===== config.mk =====
export PLATFORM = sky130hd
export DESIGN_NAME = proc_sequencer
export DESIGN_NICKNAME = d
export VERILOG_FILES = /design/src/rtl/proc_pkg.sv /design/src/rtl/tick_gen.sv /design/src/rtl/proc_sequencer.sv
export SDC_FILE = /design/constraint.sdc
export NUM_CORES = 1
export LEC_CHECK = 0
export CELL_PAD_IN_SITES_DETAIL_PLACEMENT = 1
export CELL_PAD_IN_SITES_GLOBAL_PLACEMENT = 1
export CORE_MARGIN = 3
export CORE_UTILIZATION = 39
export CTS_CLUSTER_SIZE = 10
export DETAILED_ROUTE_END_ITERATION = 7
export GPL_ROUTABILITY_DRIVEN = 0
export PLACE_DENSITY_LB_ADDON = 0.08
export SLEW_MARGIN = 30
export SYNTH_ARGS = -nofsm -noshare
export SYNTH_HDL_FRONTEND = slang
export SYNTH_SLANG_ARGS = --single-unit
export TNS_END_PERCENT = 10

===== constraint.sdc =====
create_clock -name clk -period 2.9 [get_ports clk]
set_input_delay 0.58 -clock clk [delete_from_list [all_inputs] [get_ports clk]]
set_output_delay 0.58 -clock clk [all_outputs]
set_load 0.02 [all_outputs]

===== src/rtl/proc_pkg.sv =====
// rtl/proc_pkg.sv - shared opcodes, state encoding and instruction field helpers
// Used by proc_sequencer; fields: op=ir[15:12], reg_a=ir[11:9], reg_b=ir[8:6], imm=ir[7:0].
package proc_pkg;

  localparam logic [3:0] OP_NOP  = 4'h0;
  localparam logic [3:0] OP_ADDI = 4'h1;
  localparam logic [3:0] OP_ADD  = 4'h2;
  localparam logic [3:0] OP_HALT = 4'hE;
  localparam logic [3:0] OP_OUT  = 4'hF;

  typedef enum logic [2:0] {
    ST_FETCH  = 3'd0,
    ST_DECODE = 3'd1,
    ST_EXEC   = 3'd2,
    ST_WB     = 3'd3,
    ST_HALT   = 3'd4
  } state_t;

  function automatic logic [3:0] f_op(input logic [15:0] instr);
    return instr[15:12];
  endfunction

  function automatic logic [2:0] f_reg_a(input logic [15:0] instr);
    return instr[11:9];
  endfunction

  function automatic logic [2:0] f_reg_b(input logic [15:0] instr);
    return instr[8:6];
  endfunction

  function automatic logic [7:0] f_imm(input logic [15:0] instr);
    return instr[7:0];
  endfunction

  function automatic logic op_defined(input logic [3:0] op);
    return (op == OP_NOP) || (op == OP_ADDI) || (op == OP_ADD) ||
           (op == OP_HALT) || (op == OP_OUT);
  endfunction

endpackage


===== src/rtl/tick_gen.sv =====
// rtl/tick_gen.sv - clock-enable divider pacing the sequencer
// tick is high in the cycle the counter sits at DIV-1; tick_next says the following cycle will tick.
module tick_gen #(
  parameter int DIV   = 50000000,
  parameter int DIV_W = 26
) (
  input  logic clk,
  input  logic rst_n,
  output logic tick,
  output logic tick_next
);

  localparam logic [DIV_W-1:0] LAST = DIV_W'(DIV - 1);

  logic [DIV_W-1:0] count_q;
  logic [DIV_W-1:0] count_d;

  assign tick = (count_q == LAST);

  always_comb begin
    count_d = tick ? '0 : count_q + 1'b1;
  end

  // During reset the counter restarts at zero, so the look-ahead must reflect that.
  assign tick_next = !rst_n ? (LAST == '0) : (count_d == LAST);

  always_ff @(posedge clk) begin
    if (!rst_n) count_q <= '0;
    else        count_q <= count_d;
  end

endmodule


===== src/rtl/proc_sequencer.sv =====
// rtl/proc_sequencer.sv - FETCH/DECODE/EXEC/WB control FSM owning pc, ir and regfile strobes
// Optional SEQ_SINGLE_STEP_EN adds step_req: one rising edge runs exactly one instruction.
module proc_sequencer #(
  parameter int ADDR_W = 3,
  parameter int DIV    = 50000000,
  parameter int DIV_W  = 26
) (
  input  logic              clk,
  input  logic              rst_n,
`ifdef SEQ_SINGLE_STEP_EN
  input  logic              step_req,
`endif
  input  logic [15:0]       instruction,
  output logic [ADDR_W-1:0] pc,
  output logic [15:0]       ir,
  output logic              rf_we,
  output logic              wsel,
  output logic              out_we,
  output logic              illegal,
  output logic              halted,
  output logic [2:0]        state
);
  import proc_pkg::*;

  state_t            state_q, state_d;
  logic [ADDR_W-1:0] pc_q, pc_d;
  logic [15:0]       ir_q, ir_d;
  logic              rf_we_q, rf_we_d, wsel_q, wsel_d, out_we_q, out_we_d;
  logic              illegal_q, illegal_d, halted_q, halted_d;
  logic              tick, tick_next, go;
  logic [3:0]        op_d;

  tick_gen #(.DIV(DIV), .DIV_W(DIV_W)) u_tick (
    .clk       (clk),
    .rst_n     (rst_n),
    .tick      (tick),
    .tick_next (tick_next)
  );

`ifdef SEQ_SINGLE_STEP_EN
  logic step_prev_q, pending_q, pending_d, consume;
  assign go      = pending_q;
  assign consume = tick && (state_q == ST_FETCH) && pending_q;
  // An edge arriving while one is consumed becomes the single pending request.
  assign pending_d = (step_req && !step_prev_q) || (pending_q && !consume);

  always_ff @(posedge clk) begin
    if (!rst_n) begin
      step_prev_q <= 1'b0;
      pending_q   <= 1'b0;
    end else begin
      step_prev_q <= step_req;
      pending_q   <= pending_d;
    end
  end
`else
  assign go = 1'b1;
`endif

  always_comb begin
    state_d = state_q;
    pc_d    = pc_q;
    ir_d    = ir_q;
    wsel_d  = wsel_q;
    if (tick) begin
      case (state_q)
        ST_FETCH: begin
          if (go) begin
            ir_d    = instruction;
            state_d = ST_DECODE;
          end
        end
        ST_DECODE: begin
          state_d = ST_EXEC;
          wsel_d  = (f_op(ir_q) == OP_ADD);
        end
        ST_EXEC:  state_d = (f_op(ir_q) == OP_HALT) ? ST_HALT : ST_WB;
        ST_WB: begin
          pc_d    = pc_q + 1'b1;
          state_d = ST_FETCH;
        end
        default:  state_d = ST_HALT;
      endcase
    end
    // Strobes are registered, so they are armed one cycle ahead of the tick they belong to.
    op_d      = f_op(ir_d);
    rf_we_d   = tick_next && (state_d == ST_WB) && ((op_d == OP_ADDI) || (op_d == OP_ADD));
    out_we_d  = tick_next && (state_d == ST_WB) && (op_d == OP_OUT);
    illegal_d = tick_next && (state_d == ST_EXEC) && !op_defined(op_d);
    halted_d  = (state_d == ST_HALT);
  end

  always_ff @(posedge clk) begin
    if (!rst_n) begin
      state_q   <= ST_FETCH;
      pc_q      <= '0;
      ir_q      <= '0;
      rf_we_q   <= 1'b0;
      wsel_q    <= 1'b0;
      out_we_q  <= 1'b0;
      illegal_q <= 1'b0;
      halted_q  <= 1'b0;
    end else begin
      state_q   <= state_d;
      pc_q      <= pc_d;
      ir_q      <= ir_d;
      rf_we_q   <= rf_we_d;
      wsel_q    <= wsel_d;
      out_we_q  <= out_we_d;
      illegal_q <= illegal_d;
      halted_q  <= halted_d;
    end
  end

  assign pc      = pc_q;
  assign ir      = ir_q;
  assign rf_we   = rf_we_q;
  assign wsel    = wsel_q;
  assign out_we  = out_we_q;
  assign illegal = illegal_q;
  assign halted  = halted_q;
  assign state   = state_q;

endmodule


# == Word-level counts from Yosys, hierarchy flattened ==
# Cells that the tools add are included.
# Widths: inputs -> output; s select.
# word_totals
register_bits,53
output_inout_bits,27
word_cells,49
# classes
addsub,2
eq_ne,14
mux,7
n_reduce_logical,16
# op_table
op,n
$eq 26x26->1 const B,2
$mux 16,2
$add 26x1->26 const B,1
$mux 26,1
$eq 3x2->1 const B,4
$eq 4x4->1 const B,3
$pmux 3 s4,1
$eq 4x2->1 const B,2
$mux 3,2
$reduce_and 2->1,3
$logic_and 1x1->1,5
$logic_or 1x1->1,5
$eq 4x1->1 const B,1
$logic_not 4->1,1
$add 3x1->3 const B,1
$eq 3x1->1 const B,1
$eq 3x3->1 const B,1
$logic_not 3->1,1
$logic_not 1->1,1
$mux 1,1

# == Logic depth before layout (Yosys ltp) ==
# Gate-level depths: netlist (run 1).
# logic_depth
word_depth,10
ltp_mapped,8
ltp_nobuf,7

# == By module ==
# From an unflattened synthesis (run 1), not the netlist that was laid out.
# hier_totals
hier_cells,296
hier_area_um2,2590.0
# modules_own_cells
module,n_inst,cells_each,area_each_um2,seq_area_each_um2
tick_gen,1,158,1363.8,520.5
proc_sequencer,1,138,1226.2,540.5

# == Worst setup path before layout (run 1) ==
# No wires, ideal clock.
# synth_timing
kind,register to register
from,register u_tick.count_q[0]
to,"register illegal_q, in the netlist illegal"
setup_ns,0.061
arrival_ns,2.267
t_required_ns,2.839
setup_slack_ns,0.571
stages_incl_launch_ff,9
n_path_buf,1
period_less_slack_ns,2.329
path_cell_list,dfxtp_1 -> ha_1 -> buf_4 -> xnor2_1 -> or4b_4 -> a2111oi_4 -> nand4b_1 -> a2111o_1 -> and4bb_1
# synth_via
elab_chain_cells,9
elab_cells_between_ends,20
cone_classes,add/sub (1); eq/ne (7); mux (4); reduce/logical (8)
# synth_rtl
element,line_no,text
"start, declared",tick_gen.sv:15,logic [DIV_W-1:0] count_q;
"start signal, assigned",tick_gen.sv:29,else count_q <= count_d;
"parallel branches: the longest is 8 deep, another holds $add 26x1->26",-,
$logic_and 1x1->1 *,proc_sequencer.sv:89,illegal_d = tick_next && (state_d == ST_EXEC) && !op_defined(op_d);
"end signal, assigned",proc_sequencer.sv:110,illegal_q <= illegal_d;
"end, declared",proc_sequencer.sv:29,"logic illegal_q, illegal_d, halted_q, halted_d;"
# Every way passes the cells marked *.
# A chain may end at the register's enable or synchronous reset.

# == Final worst setup path (run 1) ==
# Same ends and word-level chain as after synthesis.

==> results of run 1 <==
## cell type report
| class | instances | area (um2) | area share |
|---|---|---|---|
| multi-input cells | 242 | 1515 | 0.4654 |
| flip-flops and latches | 53 | 1061 | 0.3259 |
| repair buffers | 49 | 478.0 | 0.1468 |
| clock buffers | 7 | 96.34 | 0.02959 |
| well taps | 77 | 96.34 | 0.02959 |
| clock inverters | 1 | 5.005 | 0.001537 |
| inverters | 1 | 3.754 | 0.001153 |
## worst max-delay path by stage
stage	endpoint	startpoint	slack, ns
CTS	illegal$_SDFF_PN0_	u_tick.count_q[0]$_SDFF_PN0_	0.32
detailed placement	illegal$_SDFF_PN0_	u_tick.count_q[0]$_SDFF_PN0_	0.34
floorplan	illegal$_SDFF_PN0_	u_tick.count_q[0]$_SDFF_PN0_	0.57
finish	illegal$_SDFF_PN0_	u_tick.count_q[0]$_SDFF_PN0_	0.32
global placement	illegal$_SDFF_PN0_	u_tick.count_q[0]$_SDFF_PN0_	0.40
global route	illegal$_SDFF_PN0_	u_tick.count_q[0]$_SDFF_PN0_	0.19
## layout by cell type, fill, tap and decap left out, types with 2 or more instances in the layout
master           netlist  final
and3_1                 4      4
nor2b_1                5      5
buf_4                  2      5
ha_1                   2      2
and4_1                 2      2
nor4b_1                3      2
and2_1                10     10
dfxtp_1               53     53
clkdlybuf4s50_1        0     44
a21oi_1                5      5
nand3b_1               2      2
a21boi_1               9      9
nor3_2                 2      2
nand4_1               13     13
nor2_1                30     30
clkbuf_8               0      7
nand2_1               46     46
nor3b_1                6      6
nand3_1               15     15
xnor2_1               20     20
or3_1                  2      2
nand4b_1               4      4
nor3_1                10     10
a21boi_0               9      9
nor4_1                 5      5
o21ai_0                6      6
mux2i_1                2      2
xor2_1                 7      7
## kinds of logic (layout without fill, tap and decap cells)
kind of cell               after synthesis  count (layout)
and+or+nand+nor                        170             170
DFF                                     53              53
AOI/OAI and AO/OA                       41              41
xor gates and xnor gates                27              27
buffers and inverters                   19              58
adders and majority gates                2               2
muxes                                    2               2
## critical path, cell delays in order, from the launching register on
cell       delay (ns)
dfxtp_1          0.47
ha_1             0.37
xnor2_1          0.13
or4b_4           0.53
a2111oi_4        0.27
nand4b_1         0.15
a2111o_1         0.36
and4bb_1         0.26
## power breakdown
group          switching, mW  leakage, nW  total [mW]  internal (mW)
clock network          0.247       0.0542       0.463          0.216
registers            0.00582        0.427       0.737          0.731
logic                 0.0217        0.547      0.0543         0.0326
## flip-flops by register name, indices dropped and copies added, names as in the netlist
name,flops
out_we,1
state,3
illegal,1
ir,16
u_tick.count_q,26
rf_we,1
halted,1
wsel,1
pc,3
## routing by layer
layer | GRT usage | up-vias | share of wire
met5 | 0 | - | 0
met4 | 0.04945 | 0 | 0.010
met3 | 0.04097 | 7 | 0.034
met2 | 0.3270 | 32 | 0.48
met1 | 0.2351 | 1106 | 0.48
li1 | - | 1176 | -
==> results by group, run 1 <==
Synthesis
  • Main flop type after synthesis: dfxtp_1
  • Top post-synthesis cells by count: dfxtp_1 (53), nand2_1 (46), nor2_1 (30)
  • Mux cell area share after synthesis: 0.007547
  • Mapped Cells: 314
  • Largest family of logic cells by synthesized area: simple AND/OR/NAND/NOR gates
  • FFs w/ async S/R, synth: 0
  • Count leader, synth: dfxtp_1
  • Post-synth cell types: 53
  • Synth Area in Simple Gates: 0.3472
  • Post-synth EDFFs: 0
  • Syn nets: 334
  • Fraction of the mapped netlist area in adder cells: 0.009434
  • Syn_area_per_cell: 8.448 um2
  • Post-synthesis compound-gate area fraction: 0.1156
  • Synth area leader: dfxtp_1
  • Cell Area, Synth: 0.002653 mm2
  • Sequential area share after synthesis: 0.4000
  • Register bit total from synthesis: 53
  • Yosys top cell area share: 0.4000
  • Xor-xnor portion of the synthesized cell area: 0.08915
  • Synth top area cells: dfxtp_1 (40%), xnor2_1 (6.6%), nand2_1 (6.5%)
  • Yosys warning count: 0

Floorplanning
  • Die height: 88.47 um
  • Starting density of the core: 0.4107
  • Die W: 88.47 um
  • Core area: 0.006459 mm2
  • Total die area: 0.007827 mm2
  • Rows: 29
  • # IOs: 45

Setup path
  • Crit path max fanout: 9
  • Worst reg-to-reg path cell count: 7
  • R2r setup slk: 0.32 ns
  • Crit Path Category: reg -> reg
  • Setup crit start kind: flop
  • CP arrival: 2.84 ns
  • CP endpoint kind: flop
  • FF-to-FF End: illegal$_SDFF_PN0_
  • WP data required: 3.15 ns
  • Worst r2r src: u_tick.count_q[0]$_SDFF_PN0_

Layout
  • Antenna Diode Count: 0
  • Synth-to-layout area growth: 22.74%
  • Final core utilization: 0.5041
  • Post-route cell area: 0.003256 mm2
  • Filler Cell Count: 782
  • Share of layout cells above drive strength 1: 0.06799
  • Final cell count without fillers: 430
  • Nets@finish: 372

Clocking
  • # resized after CTS: 0
  • CTS tree: yes
  • Clock Sinks: 53
  • # hold bufs at CTS: 0
  • Setup Fix Bufs, Post-CTS: 0
  • CTS max path bufs: 2
  • Clk_lat worst skew: 0.31 ns
  • Clock slew at reported path FFs: 0.10 ns
  • H-Tree Depth: 2
  • Cts bufs inserted: 5
  • CTS Root Cell: clkbuf_8

Outcome
  • Status: finished, final reports clean

Pwr
  • Tot Pwr: 1.254 mW
  • Pwr per Cell Area: 385.1 mW/mm2
  • Leak: 1.029 nW
  • Peak supply drop: 0.2356 mV

Routing
  • Vias: 2321
  • Total iterations of the first detailed-routing run: 4
  • Via density per instance: 5.398
  • Average wire per standard cell: 15.75 um
  • Drt initial violations: 70
  • Final ANT Viol Nets: 0
  • Number of remaining DRC errors: 0
  • Detailed Route WL: 6.774 mm

Job
  • Maxcap violations: 0

STA
  • Final hold vios: 0
  • Max Slew Vio Count: 0
  • Fin crit period: 2.581 ns
  • Fmax achieved: 387.4 MHz
  • Measured slew at the worst slew-check pin: 0.4254 ns
  • Max_slew headroom: 0.7140
  • Final setup TNS: 0 ns
  • Clock Skew: 0.009896 ns
  • RSZ-0062 raised after global routing: no
  • Worst setup margin: 0.3187 ns
  • Hold WS: 0.4605 ns
  • Fin crit share: 0.8901
  • Final Setup Violations: 0

Global routing
  • Largest net degree at the start of global routing: 30
  • Initial antenna violation count: 0
  • GRT Total Usage: 0.1880
  • Vias in the first global route: 2346
  • Gr ovfl total: 0
  • First-pass GRT wire length: 11.52 mm

Min path
  • Hold Path Sink: ir[9]$_SDFFE_PN0P_
  • HP Class: reg -> reg
  • Hold path startpoint: ir[9]$_SDFFE_PN0P_
  • Hold depth: 2

Placed design
  • Post-detail-place hpwl: 5.025 mm
  • Placed Instances: 422
  • Pre-CTS setup slack: 0.3352 ns
  • Placed cell areas: 0.003154 mm2
  • PortBufs: 44
Note: power is estimated with default switching activity, not from simulation.
==> run 2: changes to the inputs <==
CORE_ASPECT_RATIO = 0.6   (was default)
==> results by group, run 2 (same netlist as run 1, synthesis figures left out) <==
Clocking
  • Clock slew at reported path FFs: 0.07 ns (was 0.10 ns)
  • H-Tree Depth: 2 (unchanged)
  • CTS max path bufs: 2 (unchanged)
  • CTS tree: yes (unchanged)
  • # hold bufs at CTS: 0 (unchanged)
  • Cts bufs inserted: 5 (unchanged)
  • Clock Sinks: 53 (unchanged)
  • CTS Root Cell: clkbuf_16 (was clkbuf_8)
  • # resized after CTS: 0 (unchanged)
  • Clk_lat worst skew: 0.30 ns (was 0.31 ns)
  • Setup Fix Bufs, Post-CTS: 0 (unchanged)

Layout
  • Multi-input logic area: 0.001515 mm2 (unchanged)
  • Largest Register: u_tick.count_q (unchanged)
  • Share of layout cells above drive strength 1: 0.06799 (unchanged)
  • Final core utilization: 0.5221 (was 0.5041)
  • Commonest cells after routing, fill and taps aside: dfxtp_1 (53), nand2_1 (46), clkdlybuf4s50_1 (44) (unchanged)
  • Max FFs per register: 26 (unchanged)
  • Final cell count without fillers: 437 (was 430)
  • Register area: 0.001061 mm2 (unchanged)
  • Nets@finish: 372 (unchanged)
  • Synth-to-layout area growth: 24.62% (was 22.74%)
  • Antenna Diode Count: 0 (unchanged)
  • Filler Cell Count: 740 (was 782)
  • Leading cell type in the layout, fill and taps excluded: dfxtp_1 (unchanged)

Pwr
  • Peak supply drop: 0.2240 mV (was 0.2356 mV)
  • Share of power burned in the clock network: 0.427 (was 0.369)
  • Sequential share of power: 0.534 (was 0.587)
  • Net Switching: 0.2992 mW (was 0.2741 mW)
  • Switching portion of total power: 0.2170 (was 0.2186)
  • Logic pwr share: 0.039 (was 0.043)
  • Leak: 1.045 nW (was 1.029 nW)
  • Pwr per Cell Area: 417.1 mW/mm2 (was 385.1 mW/mm2)
  • Internal power: 1.080 mW (was 0.9798 mW)

STA
  • Measured slew at the worst slew-check pin: 0.6157 ns (was 0.4254 ns)
  • Max Slew Vio Count: 0 (unchanged)
  • Clock Skew: 0.005591 ns (was 0.009896 ns)
  • Fin crit period: 2.650 ns (was 2.581 ns)
  • Final hold vios: 0 (unchanged)
  • Fin crit share: 0.9138 (was 0.8901)
  • Hold WS: 0.4563 ns (was 0.4605 ns)
  • Fmax achieved: 377.4 MHz (was 387.4 MHz)
  • Final Setup Violations: 0 (unchanged)
  • Max_slew headroom: 0.5868 (was 0.7140)
  • RSZ-0062 raised after global routing: no (unchanged)
  • Final setup TNS: 0 ns (unchanged)

Routing
  • Number of remaining DRC errors: 0 (unchanged)
  • Wire length on met2: 2.951 mm (was 3.240 mm)
  • Met1 wire length: 3.924 mm (was 3.235 mm)
  • Max layer used: met4 (unchanged)
  • Drt initial violations: 111 (was 70)
  • Met3 wire length: 436 um (was 229 um)
  • Final ANT Viol Nets: 0 (unchanged)
  • Via density per instance: 5.462 (was 5.398)
  • Vias: 2387 (was 2321)
  • Average wire per standard cell: 16.90 um (was 15.75 um)
  • Total iterations of the first detailed-routing run: 4 (unchanged)
  • Detailed Route WL: 7.385 mm (was 6.774 mm)

Floorplanning
  • Total die area: 0.007859 mm2 (was 0.007827 mm2)
  • Die W: 112.5 um (was 88.47 um)
  • Die height: 69.88 um (was 88.47 um)
  • Rows: 22 (was 29)
  • Starting density of the core: 0.4190 (was 0.4107)
  • Core area: 0.006331 mm2 (was 0.006459 mm2)
  • # IOs: 45 (unchanged)

Min path
  • Hold path startpoint: ir[10]$_SDFFE_PN0P_ (was ir[9]$_SDFFE_PN0P_)
  • Hold Path Sink: ir[10]$_SDFFE_PN0P_ (was ir[9]$_SDFFE_PN0P_)
  • HP Class: reg -> reg (unchanged)
  • Hold depth: 2 (unchanged)

Global routing
  • GRT Total Usage: 0.1951 (was 0.1880)
  • Vias in the first global route: 2364 (was 2346)
  • First-pass GRT wire length: 12.38 mm (was 11.52 mm)
  • Largest net degree at the start of global routing: 30 (unchanged)
  • Initial antenna violation count: 0 (unchanged)
  • Gr ovfl total: 0 (unchanged)

Setup path
  • Max stage delay on crit path: 0.54 ns (was 0.53 ns)
  • Setup crit start kind: flop (unchanged)
  • R2r setup slk: 0.25 ns (was 0.32 ns)
  • FF-to-FF End: illegal$_SDFF_PN0_ (unchanged)
  • CP arrival: 2.89 ns (was 2.84 ns)
  • Crit path max fanout: 9 (unchanged)
  • CP delay by family, top: simple AND/OR/NAND/NOR gates (unchanged)
  • CP endpoint kind: flop (unchanged)
  • Crit path depth: 7 (unchanged)
  • Worst reg-to-reg path cell count: 7 (unchanged)
  • Worst r2r src: u_tick.count_q[0]$_SDFF_PN0_ (unchanged)
  • Crit Path Category: reg -> reg (unchanged)
  • CP max-delay cell: or4b_4 (unchanged)
  • Critical path buffer and inverter count: 0 (unchanged)
  • WP data required: 3.14 ns (was 3.15 ns)
  • Cells along the critical path: ha_1, xnor2_1, or4b_4, a2111oi_4, nand4b_1, a2111o_1, and4bb_1 (unchanged)

Outcome
  • Status: finished, final reports clean (unchanged)

Placed design
  • Placed Instances: 429 (was 422)
  • PortBufs: 44 (unchanged)
  • Post-detail-place hpwl: 5.612 mm (was 5.025 mm)

Job
  • Maxcap violations: 0 (unchanged)
-- run 2: area by class of cell --
class,count,area share
Multi-Input combinational cell,242,0.4584
Sequential cell,53,0.3210
Timing Repair Buffer,49,0.1446
Clock buffer,5,0.03785
Tap cell,84,0.03179
Clock inverter,3,0.005299
Inverter,1,0.001136
-- run 2: worst max-delay path by stage --
stage                                 startpoint                 end
floorplan           u_tick.count_q[0]$_SDFF_PN0_  illegal$_SDFF_PN0_
global placement    u_tick.count_q[0]$_SDFF_PN0_  illegal$_SDFF_PN0_
detailed placement  u_tick.count_q[0]$_SDFF_PN0_  illegal$_SDFF_PN0_
CTS                 u_tick.count_q[0]$_SDFF_PN0_  illegal$_SDFF_PN0_
global route        u_tick.count_q[0]$_SDFF_PN0_    rf_we$_SDFF_PN0_
finish              u_tick.count_q[0]$_SDFF_PN0_  illegal$_SDFF_PN0_
-- run 2: routing by layer --
layer,GRT usage,up-vias
li1,-,1183
met1,0.3043,1153
met2,0.2587,44
met3,0.05455,7
met4,0.04667,0
met5,0,-
-- run 2: power by group through the flow --
stage | sequential (mW) | clock (mW) | combinational [mW]
2_1_floorplan | 0.752 | 0 | 0.0219
3_3_place_gp | 0.753 | 0 | 0.0530
3_5_place_dp | 0.753 | 0 | 0.0533
4_1_cts | 0.736 | 0.612 | 0.0543
5_1_grt | 0.738 | 0.638 | 0.0585
6_report | 0.737 | 0.589 | 0.0536
-- run 2: metrics by stage --
stage          setup WS (ns)  power (mW)  instance area [um2]
6_report              0.2500       1.379                 3306
5_1_grt              0.03909       1.434                 3306
4_1_cts               0.2569       1.403                 3306
3_5_place_dp          0.2870      0.8067                 3163
3_3_place_gp          0.3682      0.8060                 3163
2_1_floorplan         0.5714      0.7740                 2653
-- run 2: worst reg2reg max path, stage by stage (launching register included) --
cell and delay, ns:
dfxtp_1 0.46, ha_1 0.39, xnor2_1 0.14, or4b_4 0.54, a2111oi_4 0.31, nand4b_1 0.13
a2111o_1 0.35, and4bb_1 0.27
==> run 3: changes to the inputs <==
RECOVER_POWER = 50   (was default)
==> results by group, run 3 (same netlist as run 1, synthesis figures left out) <==
Routing
  • Via density per instance: 5.469 (was 5.462)
  • Final ANT Viol Nets: 0 (unchanged)
  • Total iterations of the first detailed-routing run: 6 (was 4)
  • Met3 wire length: 457 um (was 436 um)
  • Detailed Route WL: 7.390 mm (was 7.385 mm)
  • Max layer used: met4 (unchanged)
  • Number of remaining DRC errors: 0 (unchanged)
  • Wire length on met2: 2.927 mm (was 2.951 mm)
  • Drt initial violations: 101 (was 111)
  • Average wire per standard cell: 16.91 um (was 16.90 um)
  • Vias: 2390 (was 2387)
  • Met1 wire length: 3.932 mm (was 3.924 mm)

Floorplanning
  • # IOs: 45 (unchanged)
  • Die height: 69.88 um (unchanged)
  • Rows: 22 (unchanged)
  • Total die area: 0.007859 mm2 (unchanged)
  • Starting density of the core: 0.4190 (unchanged)
  • Die W: 112.5 um (unchanged)
  • Core area: 0.006331 mm2 (unchanged)

STA
  • Measured slew at the worst slew-check pin: 0.6215 ns (was 0.6157 ns)
  • Max_slew headroom: 0.5829 (was 0.5868)
  • Fin crit period: 2.661 ns (was 2.650 ns)
  • Final Setup Violations: 0 (unchanged)
  • Fmax achieved: 375.9 MHz (was 377.4 MHz)
  • Final hold vios: 0 (unchanged)
  • Max Slew Vio Count: 0 (unchanged)
  • Fin crit share: 0.9174 (was 0.9138)
  • RSZ-0062 raised after global routing: no (unchanged)
  • Final setup TNS: 0 ns (unchanged)
  • Clock Skew: 0.005061 ns (was 0.005591 ns)

Global routing
  • Gr ovfl total: 0 (unchanged)
  • Largest net degree at the start of global routing: 30 (unchanged)
  • First-pass GRT wire length: 12.38 mm (unchanged)
  • Initial antenna violation count: 0 (unchanged)
  • Vias in the first global route: 2364 (unchanged)
  • GRT Total Usage: 0.1951 (unchanged)

Job
  • Maxcap violations: 0 (unchanged)

Setup path
  • CP arrival: 2.90 ns (was 2.89 ns)
  • Crit path max fanout: 9 (unchanged)
  • Crit Path Category: reg -> reg (unchanged)
  • Setup crit start kind: flop (unchanged)
  • WP data required: 3.14 ns (about the same)
  • CP endpoint kind: flop (unchanged)

Layout
  • Antenna Diode Count: 0 (unchanged)
  • Share of layout cells above drive strength 1: 0.06516 (was 0.06799)
  • Leading cell type in the layout, fill and taps excluded: dfxtp_1 (unchanged)
  • Largest Register: u_tick.count_q (unchanged)
  • Nets@finish: 372 (unchanged)
  • Commonest cells after routing, fill and taps aside: dfxtp_1 (53), nand2_1 (46), nor2_1 (30) (was dfxtp_1 (53), nand2_1 (46), clkdlybuf4s50_1 (44))
  • Synth-to-layout area growth: 24.48% (was 24.62%)
  • Max FFs per register: 26 (unchanged)
  • Filler Cell Count: 741 (was 740)
  • Final core utilization: 0.5215 (was 0.5221)

Pwr
  • Pwr per Cell Area: 417.4 mW/mm2 (was 417.1 mW/mm2)
  • Peak supply drop: 0.2235 mV (was 0.2240 mV)
  • Leak: 1.135 nW (was 1.045 nW)

Outcome
  • Status: finished, final reports clean (unchanged)

Clocking
  • Clock Sinks: 53 (unchanged)
  • # hold bufs at CTS: 0 (unchanged)
  • Clock slew at reported path FFs: 0.07 ns (about the same)
  • CTS Root Cell: clkbuf_16 (unchanged)
  • Cts bufs inserted: 5 (unchanged)
  • H-Tree Depth: 2 (unchanged)
  • CTS tree: yes (unchanged)
  • CTS max path bufs: 2 (unchanged)
  • Setup Fix Bufs, Post-CTS: 0 (unchanged)
  • Clk_lat worst skew: 0.30 ns (about the same)
  • # resized after CTS: 0 (unchanged)

Min path
  • HP Class: reg -> reg (unchanged)

Placed design
  • PortBufs: 44 (unchanged)
  • Post-detail-place hpwl: 5.612 mm (unchanged)
-- run 3: routing by layer --
metal	vias up	GRT usage
met5	-	0
met4	0	0.04667
met3	7	0.05455
met2	51	0.2587
met1	1150	0.3043
li1	1182	-
-- run 3: power breakdown --
| part | internal, mW | total [mW] | switching [mW] | leakage, nW |
|---|---|---|---|---|
| sequential | 0.731 | 0.737 | 0.00588 | 0.427 |
| combinational | 0.0318 | 0.0537 | 0.0219 | 0.638 |
| clock | 0.317 | 0.588 | 0.271 | 0.0696 |
-- run 3: path summary, 6_finish.rpt --
kind	end	slack, ns	start	cells after the start
max	illegal$_SDFF_PN0_	0.24	u_tick.count_q[0]$_SDFF_PN0_	7
min	ir[10]$_SDFFE_PN0P_	0.45	ir[10]$_SDFFE_PN0P_	2
max reg2reg	illegal$_SDFF_PN0_	0.24	u_tick.count_q[0]$_SDFF_PN0_	7
min reg2reg	ir[10]$_SDFFE_PN0P_	0.45	ir[10]$_SDFFE_PN0P_	2
-- run 3: critical path, cell delays in order (launching register included) --
cell	delay, ns
dfxtp_1	0.46
ha_1	0.39
nand3_1	0.23
nor3_2	0.38
nand3_1	0.23
xnor2_1	0.18
a2111o_1	0.45
and4bb_1	0.27
-- run 3: final cells by class --
cell class | instances | area [um2] | area share
Tap cell | 84 | 105.1 | 0.03183
Clock buffer | 5 | 125.1 | 0.03789
Multi-Input combinational cell | 242 | 1515 | 0.4589
Inverter | 1 | 3.754 | 0.001137
Timing Repair Buffer | 49 | 474.2 | 0.1436
Clock inverter | 3 | 17.52 | 0.005305
Sequential cell | 53 | 1061 | 0.3213
-- run 3: stage by stage --
stage | power (mW) | worst slack, ns | hold WS (ns) | instances | cell area (um2)
after floorplan | 0.7740 | 0.5714 | 0.4710 | 314 | 2653
after global placement | 0.8060 | 0.3682 | 0.4401 | 429 | 3163
after detailed placement | 0.8067 | 0.2870 | 0.4509 | 429 | 3163
after CTS | 1.403 | 0.2569 | 0.4607 | 437 | 3306
after global routing | 1.434 | 0.03909 | 0.4763 | 437 | 3302
final | 1.378 | 0.2394 | 0.4529 | 437 | 3302
